$ cat config.mk
export PLATFORM = sky130hd
export DESIGN_NAME = conv_encoder
export DESIGN_NICKNAME = d
export VERILOG_FILES = /design/src/rtl/conv_encoder_pkg.sv /design/src/rtl/conv_puncture.sv /design/src/rtl/conv_encoder.sv
export SDC_FILE = /design/constraint.sdc
export NUM_CORES = 1
export LEC_CHECK = 0
export CORE_MARGIN = 2
export CORE_UTILIZATION = 50
export CTS_BUF_LIST = sky130_fd_sc_hd__clkbuf_4 sky130_fd_sc_hd__clkbuf_8 sky130_fd_sc_hd__clkbuf_16
export DETAILED_ROUTE_END_ITERATION = 10
export MAX_ROUTING_LAYER = met4
export PLACE_DENSITY = 0.88
export SYNTH_ARGS = -nofsm -noshare
export SYNTH_HDL_FRONTEND = slang
export SYNTH_SLANG_ARGS = --single-unit
$ cat constraint.sdc
create_clock -name aclk -period 2.4 [get_ports aclk]
set_input_delay 0.48 -clock aclk [delete_from_list [all_inputs] [get_ports aclk]]
set_output_delay 0.48 -clock aclk [all_outputs]
set_load 0.01 [all_outputs]
$ cat src/rtl/conv_encoder_pkg.sv
// Shared definitions for the K=7 convolutional encoder: 802.11 RATE field codes,
// generator taps, the code-rate enum and the RATE-code-to-code-rate mapping.
// RATE codes are the 4-bit SIGNAL RATE field with R1 in bit 0 (as in ieee80211_defs.v).
package conv_encoder_pkg;

   localparam logic [3:0] RATE_6M  = 4'b1011;
   localparam logic [3:0] RATE_9M  = 4'b1111;
   localparam logic [3:0] RATE_12M = 4'b1010;
   localparam logic [3:0] RATE_18M = 4'b1110;
   localparam logic [3:0] RATE_24M = 4'b1001;
   localparam logic [3:0] RATE_36M = 4'b1101;
   localparam logic [3:0] RATE_48M = 4'b1000;
   localparam logic [3:0] RATE_54M = 4'b1100;

   // Taps over the window {x, d1, d2, d3, d4, d5, d6}, x in bit 6.
   localparam logic [6:0] G0_TAPS = 7'o133;
   localparam logic [6:0] G1_TAPS = 7'o171;

   typedef enum logic [1:0] {
      RATE_1_2,
      RATE_2_3,
      RATE_3_4
   } rate_e;

   // Unknown codes fall back to the mother code so nothing is punctured away.
   function automatic rate_e rate_from_code(input logic [3:0] code);
      rate_e r;
      case (code)
         RATE_48M:                               r = RATE_2_3;
         RATE_9M, RATE_18M, RATE_36M, RATE_54M:  r = RATE_3_4;
         default:                                r = RATE_1_2;
      endcase
      return r;
   endfunction

endpackage

$ cat src/rtl/conv_puncture.sv
// Puncturer: packs mother-code bits A/B of one beat into the output word for the
// selected code rate; pattern restarts at bit 0 of every beat. Pure combinational.
// Ports: mother_a_i/mother_b_i (per input bit), rate_i -> packed_o (LSB first,
// unused upper bits zero), count_o (number of valid bits in packed_o).
module conv_puncture
   import conv_encoder_pkg::*;
#(
   parameter int WIDTH = 24
) (
   input  logic [WIDTH-1:0]   mother_a_i,
   input  logic [WIDTH-1:0]   mother_b_i,
   input  rate_e              rate_i,
   output logic [2*WIDTH-1:0] packed_o,
   output logic [7:0]         count_o
);

   localparam logic [7:0] CNT_1_2 = 8'(2 * WIDTH);
   localparam logic [7:0] CNT_2_3 = 8'(3 * WIDTH / 2);
   localparam logic [7:0] CNT_3_4 = 8'(4 * WIDTH / 3);

   always_comb begin
      packed_o = '0;
      count_o  = CNT_1_2;
      case (rate_i)
         RATE_2_3: begin
            // Per input pair: A0 B0 A1 (B1 dropped).
            for (int p = 0; p < WIDTH / 2; p++) begin
               packed_o[3*p]   = mother_a_i[2*p];
               packed_o[3*p+1] = mother_b_i[2*p];
               packed_o[3*p+2] = mother_a_i[2*p+1];
            end
            count_o = CNT_2_3;
         end
         RATE_3_4: begin
            // Per input triple: A0 B0 A1 B2 (B1 and A2 dropped).
            for (int t = 0; t < WIDTH / 3; t++) begin
               packed_o[4*t]   = mother_a_i[3*t];
               packed_o[4*t+1] = mother_b_i[3*t];
               packed_o[4*t+2] = mother_a_i[3*t+1];
               packed_o[4*t+3] = mother_b_i[3*t+2];
            end
            count_o = CNT_3_4;
         end
         default: begin
            for (int i = 0; i < WIDTH; i++) begin
               packed_o[2*i]   = mother_a_i[i];
               packed_o[2*i+1] = mother_b_i[i];
            end
            count_o = CNT_1_2;
         end
      endcase
   end

endmodule

$ cat src/rtl/conv_encoder.sv
// K=7 (133o/171o) convolutional encoder with 802.11 puncturing, WIDTH bits per beat.
// Latency 1 cycle (single output register); s_axis_tready = !m_axis_tvalid || m_axis_tready,
// so a stalled output holds data and shift state while a draining one sustains 1 beat/cycle.
// Ports: aclk, areset (async, active high); s_axis_tdata/tuser(RATE code)/tvalid/tready/tlast;
// m_axis_tdata (coded bits, LSB first)/tuser (valid bit count)/tvalid/tready/tlast.
// Build option CONV_ENCODER_TAIL_EN: clear the shift state after each accepted tlast beat.
module conv_encoder
   import conv_encoder_pkg::*;
#(
   parameter int WIDTH = 24
) (
   input  logic               aclk,
   input  logic               areset,
   input  logic [WIDTH-1:0]   s_axis_tdata,
   input  logic [3:0]         s_axis_tuser,
   input  logic               s_axis_tvalid,
   output logic               s_axis_tready,
   input  logic               s_axis_tlast,
   output logic [2*WIDTH-1:0] m_axis_tdata,
   output logic [7:0]         m_axis_tuser,
   output logic               m_axis_tvalid,
   input  logic               m_axis_tready,
   output logic               m_axis_tlast
);

   // state bit 5 = d1 (most recent input) ... bit 0 = d6, so {x, state} is the tap window.
   logic [5:0]         state_q, state_d;
   logic               m_valid_q, m_valid_d;
   logic               m_last_q, m_last_d;
   logic [2*WIDTH-1:0] m_data_q, m_data_d;
   logic [7:0]         m_user_q, m_user_d;

   logic [WIDTH-1:0]   mother_a, mother_b;
   logic [5:0]         state_end;
   logic [2*WIDTH-1:0] punct_data;
   logic [7:0]         punct_cnt;
   rate_e              beat_rate;
   logic               accept;

   assign s_axis_tready = !m_valid_q || m_axis_tready;
   assign accept        = s_axis_tvalid && s_axis_tready;
   assign beat_rate     = rate_from_code(s_axis_tuser);

   // Whole beat unrolled bit 0 first; each step shifts the window by one.
   always_comb begin : encode
      logic [6:0] win;
      logic [5:0] st;
      st       = state_q;
      win      = '0;
      mother_a = '0;
      mother_b = '0;
      for (int i = 0; i < WIDTH; i++) begin
         win         = {s_axis_tdata[i], st};
         mother_a[i] = ^(win & G0_TAPS);
         mother_b[i] = ^(win & G1_TAPS);
         st          = win[6:1];
      end
      state_end = st;
   end

   conv_puncture #(
      .WIDTH (WIDTH)
   ) u_puncture (
      .mother_a_i (mother_a),
      .mother_b_i (mother_b),
      .rate_i     (beat_rate),
      .packed_o   (punct_data),
      .count_o    (punct_cnt)
   );

   always_comb begin
      state_d   = state_q;
      m_valid_d = m_valid_q;
      m_last_d  = m_last_q;
      m_data_d  = m_data_q;
      m_user_d  = m_user_q;
      if (accept) begin
         m_valid_d = 1'b1;
         m_last_d  = s_axis_tlast;
         m_data_d  = punct_data;
         m_user_d  = punct_cnt;
         state_d   = state_end;
`ifdef CONV_ENCODER_TAIL_EN
         if (s_axis_tlast) begin
            state_d = '0;
         end
`endif
      end else if (m_axis_tready) begin
         m_valid_d = 1'b0;
      end
   end

   always_ff @(posedge aclk or posedge areset) begin
      if (areset) begin
         state_q   <= '0;
         m_valid_q <= 1'b0;
         m_last_q  <= 1'b0;
         m_data_q  <= '0;
         m_user_q  <= '0;
      end else begin
         state_q   <= state_d;
         m_valid_q <= m_valid_d;
         m_last_q  <= m_last_d;
         m_data_q  <= m_data_d;
         m_user_q  <= m_user_d;
      end
   end

   assign m_axis_tvalid = m_valid_q;
   assign m_axis_tlast  = m_last_q;
   assign m_axis_tdata  = m_data_q;
   assign m_axis_tuser  = m_user_q;

endmodule

* Yosys cells after proc, flatten, opt, wreduce, memory -nomap -nowiden
Cells that the tools add are included.
** Storage, ports and cells
- Input port bits :: 33
- Logic and storage cells :: 73
- Bits in registers :: 64
- Output and inout port bits :: 59
** Operators by class
- Mux-type cells :: 7
- Equality and inequality tests :: 7
- Reductions and logical operators :: 54
** Operators with widths (number)
- parity 7 bit :: 48
- case mux 32 bit (2 select lines) :: 1
- == test 4 bit, second input constant :: 5
- 2-to-1 mux 12 bit :: 1
- case mux 5 bit (2 select lines) :: 1
- case mux 4 bit (2 select lines) :: 1
- case mux 2 bit (2 select lines) :: 1
- OR reduction 4 bit :: 1
- == test 2 x 1 -> 1 bit, second input constant :: 1
- == test 2 bit, second input constant :: 1
- 2-to-1 mux 1 bit :: 2
- nonzero test 2 bit :: 1
- OR reduction 2 bit :: 1
- logical AND 1 bit :: 1
- logical NOT 1 bit :: 1
- logical OR 1 bit :: 1

* Depth between registers and ports, before layout
- Depth in word-level cells :: 6
- Mapped depth :: 9
- Gate-level depth less buffers :: 8

* Modules after synthesis
From an unflattened synthesis, not the netlist that was laid out.
** Second synthesis, totals
- Cells, all modules :: 425
- Area total of the unflattened synthesis :: 4516.8 sq um
** By module, submodules not included
- conv_encoder :: area an instance 3678.5 sq um, seq. area each 1601.5 sq um, cells each 283, instances 1
- conv_puncture :: area an instance 838.3 sq um, seq. area each 0.0 sq um, cells each 142, instances 1

* Worst setup path after synthesis
No wires, ideal clock.
- Path kind :: input-to-reg
- Start point :: in s_axis_tuser[0]
- End point :: reg m_data_q[17], in the netlist m_axis_tdata[17]
- Path slack :: -0.038 ns
- Library setup time :: 0.127 ns
- Buffers on the path :: 2
- Stages :: 9
- Arrival time :: 2.311 ns
- Required time :: 2.273 ns
- Cells stage by stage :: or4b_2 inv_1 ha_1 buf_2 inv_1 nand2_1 buf_1 a221oi_1 nor2_1
** Between the ends
- Cells in the longest elaborated chain, start to end :: 5
- Elaborated cells on any way between the ends :: 10
- Those cells by class :: eq/ne: 7; mux: 2; reduce/logical: 1
** RTL lines
- start, declared :: line conv_encoder.sv:15 : input logic [3:0] s_axis_tuser,
- == test 4 bit :: line conv_encoder_pkg.sv:28 : case (code)
- OR reduction 4 bit :: line conv_encoder_pkg.sv:28
- case mux 2 bit (2 select lines) * :: line conv_encoder_pkg.sv:28
- == test 2 bit / == test 2 x 1 -> 1 bit (equally long branches) :: line conv_puncture.sv:24 : case (rate_i)
- case mux 32 bit (2 select lines) * :: line conv_puncture.sv:24
- end signal, assigned :: line conv_encoder.sv:104 : m_data_q <= m_data_d;
- end, declared :: line conv_encoder.sv:30 : logic [2*WIDTH-1:0] m_data_q, m_data_d;
Mark *: on every way between the ends. The rest lies on a longest branch, timed or not.
A chain may end at the register's enable or synchronous reset.

* Worst setup path in the final report
Same ends and word-level chain as after synthesis.

==> metrics.md <==
| Metric | Value |
|---|---|
| Gate power share | 0.408 |
| Layout cell share with drive strength beyond 1 | 0.1870 |
| Die width | 91.55 µm |
| Via count | 3395 |
| Synth Area per Inst | 9.802 µm² |
| Run status | finished clean |
| Fin cells | 607 |
| First-pass DRT Iterations | 5 |
| Post-DP Area | 5011 µm² |
| Clock Tree Buf Depth | 2 |
| Min-delay worst type | flip-flop to flip-flop |
| Netlist cell types | 40 |
| Post-route cell area | around 5400 µm² |
| Inserted Diodes | 0 |
| Net Sw Frac | 0.3283 |
| Startpoint class of the critical path | primary input |
| Leakage | 2.287 nW |
| Int Pwr | 0.002950 W |
| TritonCTS buffer count | 9 |
| Fin crit share | 0.9834 |
| Root Driver | clkbuf_8 |
| Place WS | -550.6 ps |
| Sequential area share after synthesis | 0.3852 |
| Setup Fix Bufs, Post-CTS | 0 |
| Initial antenna violation count | 0 |
| Max Freq | 0.4237 GHz |
| GR Overflow Total | 0 |
| H-tree depth | 3 |
| Worst R2R Start | state_q[4]$_DFFE_PP0P_ |
| Fill count | between 500 and 600 |
| Setup WS post-layout | 39.91 ps |
| Power Density | 814.7 nW/µm² |
| WS Path Type | primary input to flip-flop |
| Crit. End Element | flip-flop |
| Pin count of the biggest net entering global routing | 60 |
| WP data arrival | between 2000 and 3000 ps |
| Post-synthesis cell count | slightly below 400 |
| Worst rel slew slack | 0.5762 |
| Hold_sp | m_axis_tuser[5]$_DFFE_PP0P_ |
| Drt wl/cell | 18.13 µm |
| Mapped Area | around 3800 µm² |
| P_sw | 0.001442 W |
| Vias/cell | 5.593 |
| Sequential share of power | 0.316 |
| Clock share of power | 0.277 |
| First-pass GRT wire length | ~18000 µm |
| Starting Density | 0.5228 |
| CTS sink count | around 60 |
| IO buf count | 86 |
| Worst skew pair latency | 340 ps |
| Critical path startpoint | s_axis_tuser[0] |
| Core Box Area | approximately 7300 µm² |
| Final hold violations | 0 |
| WP data required | 2620 ps |
| Die area | 8381 µm² |
| CTS tree | done |
| DP Wirelength | 8184 µm |
| DR DRC count | 0 |
| Vias in the first global route | between 3000 and 4000 |
| Clk slew on worst S/H paths | 70 ps |
| Layout area overhead | 40.65% |
| Worst Path Max Fanout | 14 |
| Die span in y | 91.55 µm |
| Final net count | 538 |
| Worst-margin pin slew | 631.1 ps |
| Clk_skew | 9.345 ps |
| Register bit total from synthesis | 59 |
| Sum Neg Setup Slack | 0 ps |
| Final Core Density | 0.7353 |
| Ys Warns | 0 |
| Setup Viol. Count Final | 0 |
| Routed Wire Length | 11000 µm |
| Final ANT Viol Nets | 0 |
| Max VDD drop | 0.4462 mV |
| RSZ-0062 raised after global routing | yes |
| Initial DRC Count | 223 |
| Tmin final | 2360 ps |
| Ports | 92 |
| Total track usage | 0.2766 |
| Gp weighted congestion | 0.9425 |
| Max Cap Viol | 0 |
| Final Max Tran Viols | 0 |
| Placed cell count | 591 |
| Row count | 31 |
power groups by stage:
stage          sequential [W]  clock (W)  combinational (W)
3_3_place_gp          0.00139          0            0.00168
6_report              0.00139    0.00122            0.00179
2_1_floorplan         0.00148          0           0.000844
5_1_grt               0.00141    0.00126            0.00192
4_1_cts               0.00138    0.00122            0.00175
3_5_place_dp          0.00140          0            0.00172
state kept, by name, indices dropped and copies added, names as in the netlist:
register	cells
m_axis_tdata	48
state_q	6
m_axis_tvalid	1
m_axis_tlast	1
m_axis_tuser	3
area by class of cell:
| class | instances | area (µm²) | area share |
|---|---|---|---|
| Sequential cell | 59 | 1476 | 0.2739 |
| Tap cell | 99 | 123.9 | 0.02298 |
| Inverter | 6 | 22.52 | 0.004178 |
| Clock inverter | 7 | 140.1 | 0.02600 |
| Clock buffer | 9 | 123.9 | 0.02298 |
| Multi-Input combinational cell | 293 | 2262 | 0.4197 |
| Timing Repair Buffer | 134 | 1241 | 0.2303 |
through the flow:
step	hold WS [ps]	power (W)
after global placement	449.6	0.003070
after CTS	474.8	0.004349
after global routing	515.0	0.004594
final	467.4	0.004392
after detailed placement	455.2	0.003121
after floorplan	465.8	0.002320
metal layers:
| layer | up-vias | track usage | wire length, µm |
|---|---|---|---|
| met5 | - | - | 0 |
| met4 | 0 | 0.08965 | 237 |
| met3 | 24 | 0.05228 | 637 |
| met2 | 159 | 0.4614 | 5624 |
| met1 | 1657 | 0.3392 | 4503 |
| li1 | 1555 | - | - |
Yosys cell counts:
library cell / n / area (µm²)
xor2_2: 4 / 65.06
xnor3_1: 1 / 22.52
a22o_1: 7 / 61.31
dfrtp_1: 59 / 1476
nor2_1: 28 / 105.1
xnor2_1: 76 / 665.6
buf_4: 7 / 52.55
nand3_1: 1 / 5.000
or2_2: 1 / 6.260
and2_1: 1 / 6.260
a21o_1: 1 / 7.510
inv_1: 6 / 22.52
clkbuf_1: 11 / 41.29
a2bb2oi_1: 2 / 17.52
clkbuf_4: 1 / 7.510
buf_2: 13 / 65.06
nand2b_1: 3 / 18.77
a21oi_1: 9 / 45.04
mux2_2: 1 / 11.26
o21ai_0: 15 / 75.07
conb_1: 1 / 3.750
or4b_2: 1 / 10.01
xnor3_2: 1 / 23.77
xor3_1: 1 / 23.77
xor3_4: 1 / 27.53
ha_1: 2 / 25.02
a221oi_1: 19 / 166.4
buf_1: 3 / 11.26
nor2b_1: 1 / 6.260
nor3b_1: 1 / 7.510
a31oi_1: 1 / 6.260
buf_6: 1 / 11.26
a22oi_1: 7 / 52.55
a221oi_2: 1 / 15.01
a221o_1: 3 / 30.03
clkbuf_2: 1 / 5.000
xnor2_2: 4 / 65.06
o22ai_1: 23 / 143.9
xor2_1: 30 / 262.8
nand2_1: 42 / 157.7
cells by family after synthesis:
kind of cell    Yosys count  synth area share
simple gates             79           0.08423
other cells               1         0.0009785
compound gates           88            0.1619
fa+ha+maj                 2          0.006529
flops                    59            0.3852
buf+inv                  43           0.05648
mux                       1          0.002938
xor+xnor                118            0.3017
repair_timing:
action                     in CTS  in global routing
setup endpoints to repair      35                 17
hold buffers                    0                  0
resized for setup               6                 14
cell usage in the layout (no fill, tap or decap), types with 4 or more instances in the layout:
master | netlist | routed
a21oi_1 | 9 | 9
a221oi_1 | 19 | 6
a221oi_2 | 1 | 13
a22o_1 | 7 | 7
a22oi_1 | 7 | 7
buf_4 | 7 | 45
bufinv_16 | 0 | 4
clkbuf_8 | 0 | 9
clkdlybuf4s50_1 | 0 | 86
conb_1 | 1 | 5
dfrtp_1 | 59 | 59
inv_1 | 6 | 5
nand2_1 | 42 | 42
nor2_1 | 28 | 27
o21ai_0 | 15 | 15
o22ai_1 | 23 | 22
xnor2_1 | 76 | 76
xnor2_2 | 4 | 4
xor2_1 | 30 | 30
xor2_2 | 4 | 4
critical path: stages:
cell	delay, ps
clkdlybuf4s50_1	400
or4b_4	540
inv_1	80
ha_1	240
inv_1	100
buf_4	110
nand2_1	110
buf_6	200
a221oi_1	220
nor2_1	90
worst paths after layout:
| path | to | slack, ps | cells after the start |
|---|---|---|---|
| setup / recovery | m_axis_tdata[17]$_DFFE_PP0P_ | 40 | 10 |
| hold / removal | m_axis_tuser[5]$_DFFE_PP0P_ | 470 | 1 |
| setup reg to reg | m_axis_tdata[3]$_DFFE_PP0P_ | 710 | 5 |
| hold reg to reg | m_axis_tuser[5]$_DFFE_PP0P_ | 470 | 1 |
| max in group asynchronous | m_axis_tdata[29]$_DFFE_PP0P_ | 1630 | 3 |
| min in group asynchronous | m_axis_tvalid$_DFFE_PP0P_ | 520 | 3 |
(Power assumes the default switching activity.)
